===== src/rtl/alu_pkg.sv =====
// Shared ALU definitions: op codes, adder latency and the issue FSM state encoding.
package alu_pkg;

  localparam logic ALU_OP_ADD = 1'b0;
  localparam logic ALU_OP_SUB = 1'b1;

  // Register stages inside the 32-bit pipelined prefix adder.
  localparam int ADD_LATENCY = 6;

  typedef enum logic [1:0] {
    IDLE = 2'd0,
    RUN  = 2'd1,
    DONE = 2'd2
  } state_t;

endpackage


===== src/rtl/alu_flags.sv =====
// Combinational flag derivation from an adder result; reusable by later ALU stages.
module alu_flags (
  input  logic [31:0] sum,
  input  logic        cout,
  input  logic        x31,
  input  logic        y31,
  output logic        carry,
  output logic        zero,
  output logic        neg,
  output logic        ovf
);

  // For subtract the adder sees ~b + 1, so carry = 1 means "no borrow".
  assign carry = cout;
  assign zero  = (sum == 32'd0);
  assign neg   = sum[31];
  // Signed overflow: operands agree in sign but the result does not (y is the effective operand).
  assign ovf   = (x31 == y31) && (sum[31] != x31);

endmodule


===== src/rtl/add_issue_ctrl.sv =====
// Issue/retire sequencer around the pipelined prefix adder: one operation in flight,
// operands held for the full adder depth, tagged result with flags on a valid/ready port.
module add_issue_ctrl
  import alu_pkg::*;
#(
  parameter int LATENCY = ADD_LATENCY,
  parameter int TAG_W   = 4
) (
  input  logic             clk,
  input  logic             rst_n,
  input  logic             req_valid,
  output logic             req_ready,
  input  logic             req_op,
  input  logic [31:0]      req_a,
  input  logic [31:0]      req_b,
  input  logic             req_cin,
  input  logic [TAG_W-1:0] req_tag,
  output logic [31:0]      add_x,
  output logic [31:0]      add_y,
  output logic             add_cin,
  input  logic [31:0]      add_out,
  input  logic             add_cout,
  output logic             res_valid,
  input  logic             res_ready,
  output logic [31:0]      res_sum,
  output logic [TAG_W-1:0] res_tag,
  output logic             res_carry,
  output logic             res_zero,
  output logic             res_neg,
  output logic             res_ovf
);

  localparam int CNT_W = $clog2(LATENCY + 1);

  state_t           state_reg;
  state_t           state_next;
  logic [CNT_W-1:0] cnt_reg;
  logic [TAG_W-1:0] tag_reg;
  logic             accept;
  logic             capture;
  logic             flag_carry;
  logic             flag_zero;
  logic             flag_neg;
  logic             flag_ovf;

  // Ready is gated by reset and is the only combinational path (from res_ready).
  assign req_ready = rst_n && ((state_reg == IDLE) || ((state_reg == DONE) && res_ready));
  assign accept    = req_valid && req_ready;
  assign capture   = (state_reg == RUN) && (cnt_reg == '0);
  assign res_valid = (state_reg == DONE);

  // State register.
  always_ff @(posedge clk) begin
    if (!rst_n) begin
      state_reg <= IDLE;
    end else begin
      state_reg <= state_next;
    end
  end

  // Next-state logic; DONE can hand straight over to RUN when a request is waiting.
  always_comb begin
    state_next = state_reg;
    case (state_reg)
      IDLE: if (accept) state_next = RUN;
      RUN:  if (cnt_reg == '0) state_next = DONE;
      DONE: if (res_ready) state_next = req_valid ? RUN : IDLE;
      default: state_next = IDLE;
    endcase
  end

  // Operand formation on accept, held until the next accept; latency countdown.
  always_ff @(posedge clk) begin
    if (!rst_n) begin
      add_x   <= '0;
      add_y   <= '0;
      add_cin <= 1'b0;
      tag_reg <= '0;
      cnt_reg <= '0;
    end else if (accept) begin
      add_x   <= req_a;
      tag_reg <= req_tag;
      cnt_reg <= CNT_W'(LATENCY);
      if (req_op == ALU_OP_SUB) begin
        add_y   <= ~req_b;
        add_cin <= 1'b1;
      end else begin
        add_y   <= req_b;
        add_cin <= req_cin;
      end
    end else if ((state_reg == RUN) && (cnt_reg != '0)) begin
      cnt_reg <= cnt_reg - CNT_W'(1);
    end
  end

  // Sign bits come from the held operands, which still match the op in flight.
  alu_flags u_flags (
    .sum   (add_out),
    .cout  (add_cout),
    .x31   (add_x[31]),
    .y31   (add_y[31]),
    .carry (flag_carry),
    .zero  (flag_zero),
    .neg   (flag_neg),
    .ovf   (flag_ovf)
  );

  // Result capture once the adder has settled; held through DONE.
  always_ff @(posedge clk) begin
    if (!rst_n) begin
      res_sum   <= '0;
      res_tag   <= '0;
      res_carry <= 1'b0;
      res_zero  <= 1'b0;
      res_neg   <= 1'b0;
      res_ovf   <= 1'b0;
    end else if (capture) begin
      res_sum   <= add_out;
      res_tag   <= tag_reg;
      res_carry <= flag_carry;
      res_zero  <= flag_zero;
      res_neg   <= flag_neg;
      res_ovf   <= flag_ovf;
    end
  end

endmodule


===== config.mk =====
export PLATFORM = sky130hd
export DESIGN_NAME = add_issue_ctrl
export DESIGN_NICKNAME = d
export VERILOG_FILES = /design/src/rtl/alu_pkg.sv /design/src/rtl/alu_flags.sv /design/src/rtl/add_issue_ctrl.sv
export SDC_FILE = /design/constraint.sdc
export NUM_CORES = 1
export LEC_CHECK = 0
export CELL_PAD_IN_SITES_DETAIL_PLACEMENT = 0
export CELL_PAD_IN_SITES_GLOBAL_PLACEMENT = 2
export CORE_MARGIN = 10
export CORE_UTILIZATION = 25
export DETAILED_ROUTE_END_ITERATION = 10
export GPL_TIMING_DRIVEN = 0
export PLACE_DENSITY = 0.92
export SLEW_MARGIN = 20
export SYNTH_ARGS = -nofsm -noshare
export SYNTH_HDL_FRONTEND = slang
export SYNTH_SLANG_ARGS = --single-unit
export TNS_END_PERCENT = 5

===== constraint.sdc =====
create_clock -name clk -period 3.6 [get_ports clk]
set_clock_uncertainty 0.05 [all_clocks]
set_input_delay 0.72 -clock clk [delete_from_list [all_inputs] [get_ports clk]]
set_output_delay 0.72 -clock clk [all_outputs]
set_load 0.005 [all_outputs]

### Word level (Yosys, flattened, before mapping)

Index checks and enable logic that the tools add are counted.

* word-level logic and storage cells: 46
* flip-flop bits (word level): 114

* multiplexer cells: 9
* reductions and logical operators: 14
* add/sub/neg operators: 1
* bitwise logic cells: 2
* equal/unequal tests: 7

Operator list (number)
* zero test 32 bit: 1
* 2-to-1 mux 32 bit: 1
* NOT 32 bit: 1
* logical AND 1 bit: 6
* 2-to-1 mux 2 bit: 3
* 2-to-1 mux 3 bit: 2
* case mux 2 bit (3 select lines): 1
* inequality test 2 bit (second input constant): 2
* zero test 3 bit: 1
* AND reduction 3 bit: 1
* nonzero test 3 bit: 1
* subtractor 3 x 1 -> 3 bit (second input constant): 1
* equality test 2 x 1 -> 1 bit (second input constant): 1
* equality test 2 bit (second input constant): 1
* zero test 2 bit: 1
* 2-to-1 mux 1 bit: 2
* inequality test 2 x 1 -> 1 bit (second input constant): 1
* nonzero test 2 bit: 1
* OR reduction 2 bit: 1
* equality test 1 bit: 1
* logical OR 1 bit: 1
* inequality test 1 bit: 1
* NOT 1 bit: 1

### Logic depth before layout (Yosys ltp)

Gate-level depths: netlist of the first run.

* word-level depth: 7
* depth in mapped cells: 7
* depth with buffers taken out: 5

### Cells and area by module

From an unflattened synthesis of the first run, not the netlist that was laid out.

* cell total of the unflattened synthesis: 532
* area, all modules: 4669.5 um2

By module, submodules not included
* add_issue_ctrl: times used 1, cells an instance 515, area an instance 4559.4 um2, sequential area each 2282.2 um2
* alu_flags: times used 1, cells an instance 17, area an instance 110.1 um2, sequential area each 0.0 um2

### Worst setup path before layout of the first run

No wires, ideal clock.

* kind: input to output
* from: input res_ready
* to: output req_ready
* stages on the path: 4
* path buffers: 2
* setup slack: 1.485 ns
* data required time: 2.830 ns
* arrival time: 1.345 ns
* cell sequence: and2b_4 > buf_6 > buf_4 > nor3_1

* longest elaborated chain between the ends: 3

RTL lines
* from (decl): RTL line add_issue_ctrl.sv:24 `input logic res_ready,`
* logical AND 1 bit: RTL line add_issue_ctrl.sv:47 `assign req_ready = rst_n && ((state_reg == IDLE) || ((state_reg == DONE) && res_ready));`
* logical OR 1 bit: RTL line add_issue_ctrl.sv:47
* logical AND 1 bit: RTL line add_issue_ctrl.sv:47
* to (decl): RTL line add_issue_ctrl.sv:12 `output logic req_ready,`

Every way passes these cells.

### Worst setup path after layout of the first run

* from: input rst_n
* to: output req_ready

* longest elaborated chain between the ends: 1

RTL lines
* from (decl): RTL line add_issue_ctrl.sv:10 `input logic rst_n,`
* logical AND 1 bit: RTL line add_issue_ctrl.sv:47

Every way passes these cells.

==> results of run 1 <==
[final timing paths]
check | from | end | cells after the start
hold reg to reg | res_carry$_SDFFE_PN0P_ | res_carry$_SDFFE_PN0P_ | 2
setup / recovery | rst_n | req_ready | 5
setup reg to reg | cnt_reg[0]$_SDFFE_PP0P_ | res_sum[27]$_SDFFE_PN0P_ | 6
hold / removal | res_carry$_SDFFE_PN0P_ | res_carry$_SDFFE_PN0P_ | 2
[placed cells by master, fill, tap and decap left out, drive strengths merged]
cell           count
a211oi            34
a21boi             1
a21oi             75
a311oi             1
a31oi             33
and2b              1
and4bb             1
buf               43
bufinv             2
clkbuf            45
clkdlybuf4s50    211
clkinv             4
dfxtp            113
ha                 2
inv                5
nand2             75
nand2b             4
nand3              2
nand3b             1
nand4             38
nand4bb            1
nor2               4
nor2b              3
nor3               4
nor4               6
nor4b              2
o21a               1
o21ai              1
o31a               2
o31ai             37
or3b               1
xnor2             32
[area by class of cell]
cell class                      instances  share of cell area
Clock buffer                           24              0.0625
Tap cell                              260              0.0414
Inverter                                5             0.00270
Buffer                                 64              0.0469
Clock inverter                          6              0.0102
Multi-Input combinational cell        362               0.280
Timing Repair Buffer                  211               0.269
Sequential cell                       113               0.288
[stage by stage]
stage               hold WS (ns)  cells   util
floorplan                  0.382    545      -
global placement           0.392   1016  0.386
detailed placement         0.396   1016  0.386
CTS                        0.402   1045  0.416
global route               0.422   1045  0.416
finish                     0.402   1045  0.416
[cells by family after synthesis]
kind of cell             after synthesis  share of synthesized area
AO/OA/AOI/OAI                        185                      0.241
XOR/XNOR                              32                     0.0577
adder cells (fa/ha/maj)                2                    0.00515
buffers and inverters                 70                     0.0811
flip-flops                           113                      0.466
AND/OR/NAND/NOR                      143                      0.149
[critical path: cells and delay by family]
kind / cells / cell delay, ns
and+or+nand+nor: 1 / 0.21
buffers and inverters: 4 / 1.75
[power by group through the flow]
stage	clock network (W)	registers [W]	logic (W)
after floorplan	0	0.00142	0.000307
after global placement	0	0.00142	0.000714
after detailed placement	0	0.00142	0.000713
after CTS	0.00171	0.00140	0.000716
after global routing	0.00177	0.00141	0.000774
final	0.00166	0.00140	0.000706
[per-layer routing]
layer / wire length (um) / GRT usage / up-vias
met4: 458 / 0.0619 / 0
met3: 1230 / 0.0426 / 26
met5: 0 / 0 / -
li1: - / - / 2459
met1: 8490 / 0.185 / 2338
met2: 9010 / 0.232 / 179
==> reports/metrics.yaml, run 1 <==
routing:
  viasPerCell: 4.79
  wl_per_cell_um: 18.4
  drtIter0Drc: 217
  drt-total-wl_um: 19200
  drtAntennaViolNets: 0
  drc_errors: 0
  dr_total_vias: 5002
  first_pass_iters: 5
logic_synthesis:
  synth_top_cell_by_area: "dfxtp_1"
  synth.area.top_cells: "dfxtp_1 47%, a21oi_1 7.7%, nand2_1 5.8%"
  synthCells: 545
  synth_area_per_cell_sq_um: 8.91
  ys_seq_area_frac: 0.466
  synth.most_common_cell: "dfxtp_1"
  synth_common_cells: "113 x dfxtp_1, 75 x a21oi_1, 75 x nand2_1"
  synth_ff_type: "dfxtp_1"
  syn-cell-area_sq_um: 4860
  synth_cell_type_count: 37
  syn_nets: 654
  async_flop_share: 0
  synth_edf_count: 0
  synth.top_cell.area_share: 0.466
  ys_warn_count: 0
  yosys_register_bits: 113
placement:
  place_ws_ns: -0.0822
  place_hpwl_um: 14300
  place.gp.congestion: 0.798
  portBuffers: 211
  dpl_cell_area_sq_um: 7300
pwr:
  ir_drop_uv: 314
  power.total_w: 0.00377
  powerDensity_nw_per_um2: 479
  power_leakage_nw: 2.76
  internal_power_w: 0.00281
  switching_power_w: 0.000954
  seqPwrFrac: 0.371
  switching_share: 0.253
  pwr-share-clk: 0.442
  comb_power_share: 0.187
clocking:
  postCtsSetupBuffers: 0
  cts-buffers-inserted: 17
  cts.repair.resized: 0
  clk_latency_ns: 0.42
  clkTransAtPathRegs_ns: 0.05
  cts.sinks: 113
  htree_levels: 4
  cts_root_buf: "clkbuf_16"
  cts_tree: "yes"
  ctsHoldBuffers: 0
  cts_buffer_depth: 2
critical_path:
  critPathMostFrequentCell: "clkdlybuf4s50_1"
  endpoint_kind: "output pin"
  r2r_setup_slack_ns: 1.99
  cp-start-kind: "primary input"
  crit_chain: "clkdlybuf4s50_1 -> inv_1 -> buf_2 -> nor3_1 -> clkdlybuf4s50_1"
  crit_type: "in -> out"
  cp_slowest_cell: "clkdlybuf4s50_1"
  crit_arrival_ns: 2.69
  worst_path_largest_cell_delay_ns: 0.58
  cp_max_fo: 11
  required_ns: 2.83
die:
  core_sq_um: 18900
  die_h_um: 159
  rows: 50
  fp.dieW_um: 159
  die_area_sq_um: 25400
  io_pins: 214
  start_util: 0.257
timing:
  fin_crit_sh: 0.962
  clock.fmax_ghz: 0.289
  worst_pin_slew_ns: 0.632
  rsz0062_at_grt: "false"
  period_needed_ns: 3.46
  setup_violations: 0
  slew_headroom: 0.578
  slew_viol_final: 0
  hold_viol: 0
  setup_ws_ns: 0.138
  finalSetupTns_ns: 0
grt:
  antenna_found_initial: 0
  grt_max_degree: 17
  grt_pass1_wl_um: 30000
  gr-usage-all-layers: 0.148
  grt_pass1_vias: 4946
  overflow: 0
finish:
  finish.instance_area_sq_um: 7860
  top_regs: "add_x: 32 flops, add_y: 32 flops, res_sum: 32 flops"
  nFillCells: 1941
  final_nets: 883
  diodes: 0
  layout-drive-gt1-share: 0.0994
  areaGrowthSynthToFinish_pct: 61.9
  regArea_sq_um: 2260
  multi_input_area_sq_um: 2200
run_status:
  status: "finished, final reports clean"
job:
  drv_cap: 0
min_path:
  hold_class: "reg -> reg"
Power figures use the tool's default switching activity.
==> inputs of run 2 (changes only) <==
--- a/config.mk
+++ b/config.mk
@@ -7,8 +7,9 @@
 export LEC_CHECK = 0
 export CELL_PAD_IN_SITES_DETAIL_PLACEMENT = 0
 export CELL_PAD_IN_SITES_GLOBAL_PLACEMENT = 2
-export CORE_MARGIN = 10
+export CORE_MARGIN = 1
 export CORE_UTILIZATION = 25
+export CTS_CLUSTER_DIAMETER = 200
 export DETAILED_ROUTE_END_ITERATION = 10
 export GPL_TIMING_DRIVEN = 0
 export PLACE_DENSITY = 0.92
==> run 2 against run 1 <==
Critical path depth did not move. Core utilization rose by 0.086 points. Clock power barely moved. Setup slack improved by 0.063 ns. Sequential share of layout area fell by 0.059 points. Non-clock buffer count did not move. Critical endpoint unchanged. First-iteration DRC count rose by 12%.
==> reports/metrics.yaml, run 2 (synthesis gave the netlist of run 1 again) <==
timing:
  slew_viol_final: 0  # unchanged
  setup_ws_ns: 0.201  # +0.0635 ns
  worst_pin_slew_ns: 0.609  # -0.0236 ns
  period_needed_ns: 3.40  # -0.0635 ns
  hold_viol: 0  # unchanged
  setup_violations: 0  # unchanged
  fin_crit_sh: 0.944  # -0.0176
  finalHoldWorstSlack_ns: 0.402  # +0.000459 ns
  rsz0062_at_grt: "false"
  clock.fmax_ghz: 0.294  # +1.9%
  slew_headroom: 0.594  # +0.0158
finish:
  areaGrowthSynthToFinish_pct: 62.2
  layout-drive-gt1-share: 0.102  # +0.00229
  diodes: 0  # unchanged
  final_nets: 883  # unchanged
  top_regs: "add_x: 32 flops, add_y: 32 flops, res_sum: 32 flops"
  final_common_cell: "clkdlybuf4s50_1"
  mostFrequentLayoutCells: "211 x clkdlybuf4s50_1, 113 x dfxtp_1, 75 x a21oi_1, 75 x nand2_1, 38 x nand4_1"
  nFillCells: 1937  # -0.21%
  final_core_util: 0.417  # +0.000861
placement:
  place_ws_ns: -0.0159  # +0.0663 ns
  portBuffers: 211  # unchanged
  place_hpwl_um: 12400  # -13%
  place.gp.congestion: 0.716  # -10%
min_path:
  hold_class: "reg -> reg"
  worstHoldStart: "res_sum[0]$_SDFFE_PN0P_"
  hold_path_end: "res_sum[0]$_SDFFE_PN0P_"
  hold_depth: 2  # unchanged
critical_path:
  cp_slowest_cell: "clkdlybuf4s50_1"
  r2r_setup_slack_ns: 2.00  # about the same
  cp_max_fo: 11  # unchanged
  crit_arrival_ns: 2.63  # -0.06 ns
  reg2reg_depth: 6  # unchanged
  crit_type: "in -> out"
  critPathTopFamily: "buffers and inverters"
  critPathMostFrequentCell: "clkdlybuf4s50_1"
  endpoint_kind: "output pin"
  path_buf_inv: 4  # unchanged
  cp-start-kind: "primary input"
  required_ns: 2.83  # about the same
  r2r-end: "res_sum[23]$_SDFFE_PN0P_"
  worst_path_largest_cell_delay_ns: 0.59  # about the same
  r2r_start: "cnt_reg[0]$_SDFFE_PP0P_"
  crit_chain: "clkdlybuf4s50_1 -> inv_1 -> buf_2 -> nor3_1 -> clkdlybuf4s50_1"
pwr:
  seqPwrFrac: 0.369  # -0.002
  power_leakage_nw: 2.76  # -0.11%
  internal_power_w: 0.00283  # +0.70%
  pwr-share-clk: 0.447  # +0.005
  switching_share: 0.252  # -0.00133
  switching_power_w: 0.000954  # about the same
  ir_drop_uv: 263  # -16%
  powerDensity_nw_per_um2: 481  # +0.32%
  comb_power_share: 0.184  # -0.003
grt:
  overflow: 0  # unchanged
  grt_pass1_vias: 4755  # -3.9%
  antenna_found_initial: 0  # unchanged
  gr-usage-all-layers: 0.173  # +0.0251
  grt_max_degree: 17  # unchanged
  grt_pass1_wl_um: 26600  # -11%
die:
  die_area_sq_um: 20000  # -21%
  io_pins: 214  # unchanged
  rows: 50  # unchanged
  die_h_um: 141  # -11%
  fp.dieW_um: 141  # -11%
  start_util: 0.257  # unchanged
  core_sq_um: 18900  # unchanged
clocking:
  clk_latency_ns: 0.41  # about the same
  cts.sinks: 113  # unchanged
  htree_levels: 4  # unchanged
  postCtsSetupBuffers: 0  # unchanged
  cts_buffer_depth: 2  # unchanged
  cts.repair.resized: 0  # unchanged
  cts_tree: "yes"
  clkTransAtPathRegs_ns: 0.05  # about the same
  ctsHoldBuffers: 0  # unchanged
  cts-buffers-inserted: 17  # unchanged
  cts_root_buf: "clkbuf_16"
routing:
  first_pass_iters: 4  # -1
  viasPerCell: 4.72  # -1.4%
  dr_total_vias: 4941  # -1.2%
  drc_errors: 0  # unchanged
  wl_per_cell_um: 16.3  # -11%
  drtAntennaViolNets: 0  # unchanged
  drt-total-wl_um: 17100  # -11%
  drtIter0Drc: 244  # +12%
run_status:
  status: "finished, final reports clean"
job:
  drv_cap: 0  # unchanged
run 2: cell types whose count changed in the layout (fill, tap and decap cells not counted), sizes merged:
cell	previous run	this run
clkinvlp	0	3
clkinv	4	5
clkbuf	45	42
bufinv	2	3
run 2: how the worst max path moves through the flow:
stage	from	endpoint	slack (ns)	cells past startpoint
finish	rst_n	req_ready	0.20	5
floorplan	res_ready	req_ready	1.48	4
detailed placement	rst_n	req_ready	-0.02	6
global route	rst_n	req_ready	0.08	5
global placement	rst_n	req_ready	-0.02	6
CTS	rst_n	req_ready	0.17	5
run 2: final cells by class:
type	count	area, sq um	share of cell area
inverter	5	21.3	0.00270
clock inverter	11	138	0.0175
tap	260	325	0.0413
clock buffer	21	450	0.0572
multi-input combinational	362	2200	0.279
buffer	64	369	0.0468
sequential	113	2260	0.287
timing repair buffer	211	2110	0.268
run 2: tightest hold or removal path: stages, from the launching register on:
cell and delay [ns]:
dfxtp_1 0.30, nand2_1 0.05, a21oi_1 0.05
run 2: layer usage:
metal	part of all wire	wire length (um)	GRT usage	up-vias
li1	-	-	-	2460
met2	0.46	7860	0.268	159
met5	0	0	0	-
met1	0.47	8050	0.232	2305
met3	0.051	873	0.0391	17
met4	0.017	297	0.0690	0
run 2: metrics by stage:
| stage | TNS (ns) | cell area, sq um | total power (W) | cells |
|---|---|---|---|---|
| 2_1_floorplan | 0 | 4860 | 0.00173 | 545 |
| 3_5_place_dp | -0.0159 | 7300 | 0.00212 | 1016 |
| 4_1_cts | 0 | 7880 | 0.00384 | 1047 |
| 6_report | 0 | 7880 | 0.00379 | 1047 |
| 5_1_grt | 0 | 7880 | 0.00397 | 1047 |
| 3_3_place_gp | -0.0169 | 7300 | 0.00212 | 1016 |
run 2: power groups by stage:
stage,clock network (W),registers (W),logic (W)
finish,0.00169,0.00140,0.000698
detailed placement,0,0.00142,0.000703
global placement,0,0.00142,0.000704
CTS,0.00173,0.00140,0.000706
floorplan,0,0.00142,0.000307
global route,0.00180,0.00141,0.000761
==> inputs of run 3 (changes only) <==
--- a/config.mk
+++ b/config.mk
@@ -5,14 +5,15 @@
 export SDC_FILE = /design/constraint.sdc
 export NUM_CORES = 1
 export LEC_CHECK = 0
+export ABC_AREA = 1
 export CELL_PAD_IN_SITES_DETAIL_PLACEMENT = 0
 export CELL_PAD_IN_SITES_GLOBAL_PLACEMENT = 2
 export CORE_MARGIN = 1
-export CORE_UTILIZATION = 25
+export CORE_UTILIZATION = 23
 export CTS_CLUSTER_DIAMETER = 200
 export DETAILED_ROUTE_END_ITERATION = 10
 export GPL_TIMING_DRIVEN = 0
-export PLACE_DENSITY = 0.92
+export PLACE_DENSITY = 0.91
 export SLEW_MARGIN = 20
 export SYNTH_ARGS = -nofsm -noshare
 export SYNTH_HDL_FRONTEND = slang
==> run 3 against run 2 <==
Total power fell by 3.3%. Global-route usage fell by 2.4 points. Wire length fell by 13%. Register-to-register slack barely moved. Sequential power barely moved.
==> reports/metrics.yaml, run 3 <==
placement:
  portBuffers: 211  # unchanged
  place_hpwl_um: 11100  # -11%
  place.gp.congestion: 0.726  # +1.4%
  dp_cells: 1060  # +4.3%
grt:
  gr-max-usage-layer: "met2"
  grt_pass1_wl_um: 23100  # -13%
  gr-usage-all-layers: 0.149  # -0.0240
  overflow: 0  # unchanged
  grt_use_met2: 0.232  # -0.0352
  grt_pass1_vias: 4231  # -11%
  antenna_found_initial: 0  # unchanged
  gr-usage-met1: 0.187  # -0.0453
  grt_max_degree: 17  # unchanged
  met3_usage: 0.0557  # +0.0165
clocking:
  htree_levels: 4  # unchanged
  clkTransAtPathRegs_ns: 0.05  # about the same
  cts_buffer_depth: 2  # unchanged
  cts.repair.resized: 0  # unchanged
  cts_root_buf: "clkbuf_16"
  cts-buffers-inserted: 17  # unchanged
  ctsHoldBuffers: 0  # unchanged
  cts_tree: "yes"
  postCtsSetupBuffers: 0  # unchanged
  cts.sinks: 113  # unchanged
  clk_latency_ns: 0.41  # about the same
finish:
  final_common_cell: "clkdlybuf4s50_1"
  mostFrequentLayoutCells: "211 x clkdlybuf4s50_1, 113 x dfxtp_1, 82 x a21oi_1"
  final_cells: 1088  # +3.9%
  final_nets: 923  # +4.5%
  top_regs: "add_x: 32 flops, add_y: 32 flops, res_sum: 32 flops"
  layout-drive-gt1-share: 0.0778  # -0.0239
  areaGrowthSynthToFinish_pct: 65.6
  diodes: 0  # unchanged
logic_synthesis:
  async_flop_share: 0  # unchanged
  syn_nets: 693  # +6.0%
  ys_seq_area_frac: 0.495  # +0.0289
  synth_cell_type_count: 24  # -35%
  synthCells: 584  # +7.2%
  synth_ff_type: "dfxtp_1"
  synth.top_cell.area_share: 0.495  # +0.0289
  synth_common_cells: "113 x dfxtp_1, 82 x a21oi_1, 81 x nand2_1"
  yosys_register_bits: 113  # unchanged
  synth.most_common_cell: "dfxtp_1"
  ys_warn_count: 0  # unchanged
  synth.area.top_cells: "dfxtp_1 49%, a21oi_1 9.0%, nand3_1 8.1%"
  synth_area_per_cell_sq_um: 7.83  # -12%
  syn-cell-area_sq_um: 4570  # -5.8%
  synth_top_cell_by_area: "dfxtp_1"
  synth_edf_count: 0  # unchanged
job:
  drv_cap: 0  # unchanged
critical_path:
  cp-start-kind: "primary input"
  crit_arrival_ns: 2.46  # -0.17 ns
  reg2reg_depth: 9  # +3
  endpoint_kind: "output pin"
  crit_type: "in -> out"
  required_ns: 2.83  # about the same
  cp_max_fo: 10  # -1
routing:
  drtIter0Drc: 126  # -48%
  first_pass_iters: 4  # unchanged
  drtAntennaViolNets: 0  # unchanged
  wl_per_cell_um: 13.7  # -16%
  drc_errors: 0  # unchanged
  viasPerCell: 4.15  # -12%
  drt-total-wl_um: 14900  # -13%
  dr_total_vias: 4511  # -8.7%
pwr:
  power.total_w: 0.00366  # -3.3%
  switching_share: 0.244  # -0.00742
  pwr-share-clk: 0.441  # -0.006
  internal_power_w: 0.00277  # -2.4%
  switching_power_w: 0.000895  # -6.2%
  comb_power_share: 0.177  # -0.007
  seqPwrFrac: 0.381  # +0.012
  ir_drop_uv: 327  # +24%
  power_leakage_nw: 2.84  # +2.8%
  powerDensity_nw_per_um2: 483  # +0.57%
die:
  die_h_um: 143  # +1.1%
  core_sq_um: 19500  # +3.0%
  start_util: 0.235  # -0.0221
  rows: 51  # +2.0%
  fp.dieW_um: 143  # +1.1%
  die_area_sq_um: 20500  # +2.3%
  io_pins: 214  # unchanged
timing:
  slew_viol_final: 0  # unchanged
  period_needed_ns: 3.23  # -0.171 ns
  hold_viol: 0  # unchanged
  clock.fmax_ghz: 0.310  # +5.3%
  fin_crit_sh: 0.897  # -0.0475
  finalSetupTns_ns: 0  # unchanged
  worst_pin_slew_ns: 0.628  # +0.0193 ns
  slew_headroom: 0.581  # -0.0128
  setup_violations: 0  # unchanged
  rsz0062_at_grt: "false"
run_status:
  status: "finished, final reports clean"
min_path:
  hold_class: "reg -> reg"
  hold_depth: 2  # unchanged
## run 3: cell count changes after synthesis, moves of 36 or more
cell     previous run  this run
nor2_1              4        76
o31ai_1            36         0
nand3_1             2        74
nand4_1            38         1
o21ai_0             1        42
## run 3: per-stage QoR
stage          setup WS, ns   util  instance area [sq um]  hold slack (ns)
3_5_place_dp          0.334  0.361                   7020            0.404
6_report              0.372  0.389                   7580            0.409
2_1_floorplan          1.62      -                   4570            0.390
3_3_place_gp          0.325  0.361                   7020            0.400
5_1_grt               0.253  0.389                   7580            0.425
4_1_cts               0.323  0.389                   7580            0.413
## run 3: power groups by stage
stage	logic, W	clock network [W]	registers, W
after floorplan	0.000273	0	0.00143
after global placement	0.000661	0	0.00142
after detailed placement	0.000660	0	0.00142
after CTS	0.000663	0.00166	0.00140
after global routing	0.000725	0.00173	0.00141
final	0.000649	0.00162	0.00140
## run 3: cell families (layout without fill, tap and decap cells)
logic type,Yosys count,after routing,share of synthesized area
AOI/OAI and AO/OA,127,127,0.140
buffers and inverters,73,312,0.0796
xor gates and xnor gates,32,32,0.0613
and+or+nand+nor,237,237,0.219
DFF,113,113,0.495
adders and majority gates,2,2,0.00547
## run 3: final timing paths
kind / from / endpoint / slack (ns)
max: rst_n / req_ready / 0.37
min: add_y[21]$_SDFFE_PN0P_ / add_y[21]$_SDFFE_PN0P_ / 0.41
min reg2reg: add_y[21]$_SDFFE_PN0P_ / add_y[21]$_SDFFE_PN0P_ / 0.41
max reg2reg: cnt_reg[0]$_SDFFE_PP0P_ / cnt_reg[2]$_SDFFE_PN0P_ / 1.99
## run 3: routing by layer
metal | up-vias | part of all wire
li1 | 2370 | -
met1 | 1990 | 0.45
met2 | 140 | 0.45
met3 | 11 | 0.084
met4 | 0 | 0.011
met5 | - | 0
## run 3: final cells by class
cell class                      count  area (sq um)
Buffer                             50           278
Clock buffer                       22           474
Clock inverter                      6          83.8
Fill cell                        2015         11900
Inverter                           23          86.3
Multi-Input combinational cell    398          1950
Sequential cell                   113          2260
Tap cell                          265           332
Timing Repair Buffer              211          2110
## run 3: critical path, stage by stage
cell	delay, ns
clkdlybuf4s50_1	0.64
inv_2	0.09
nor2_4	0.20
buf_2	0.27
clkdlybuf4s50_1	0.54
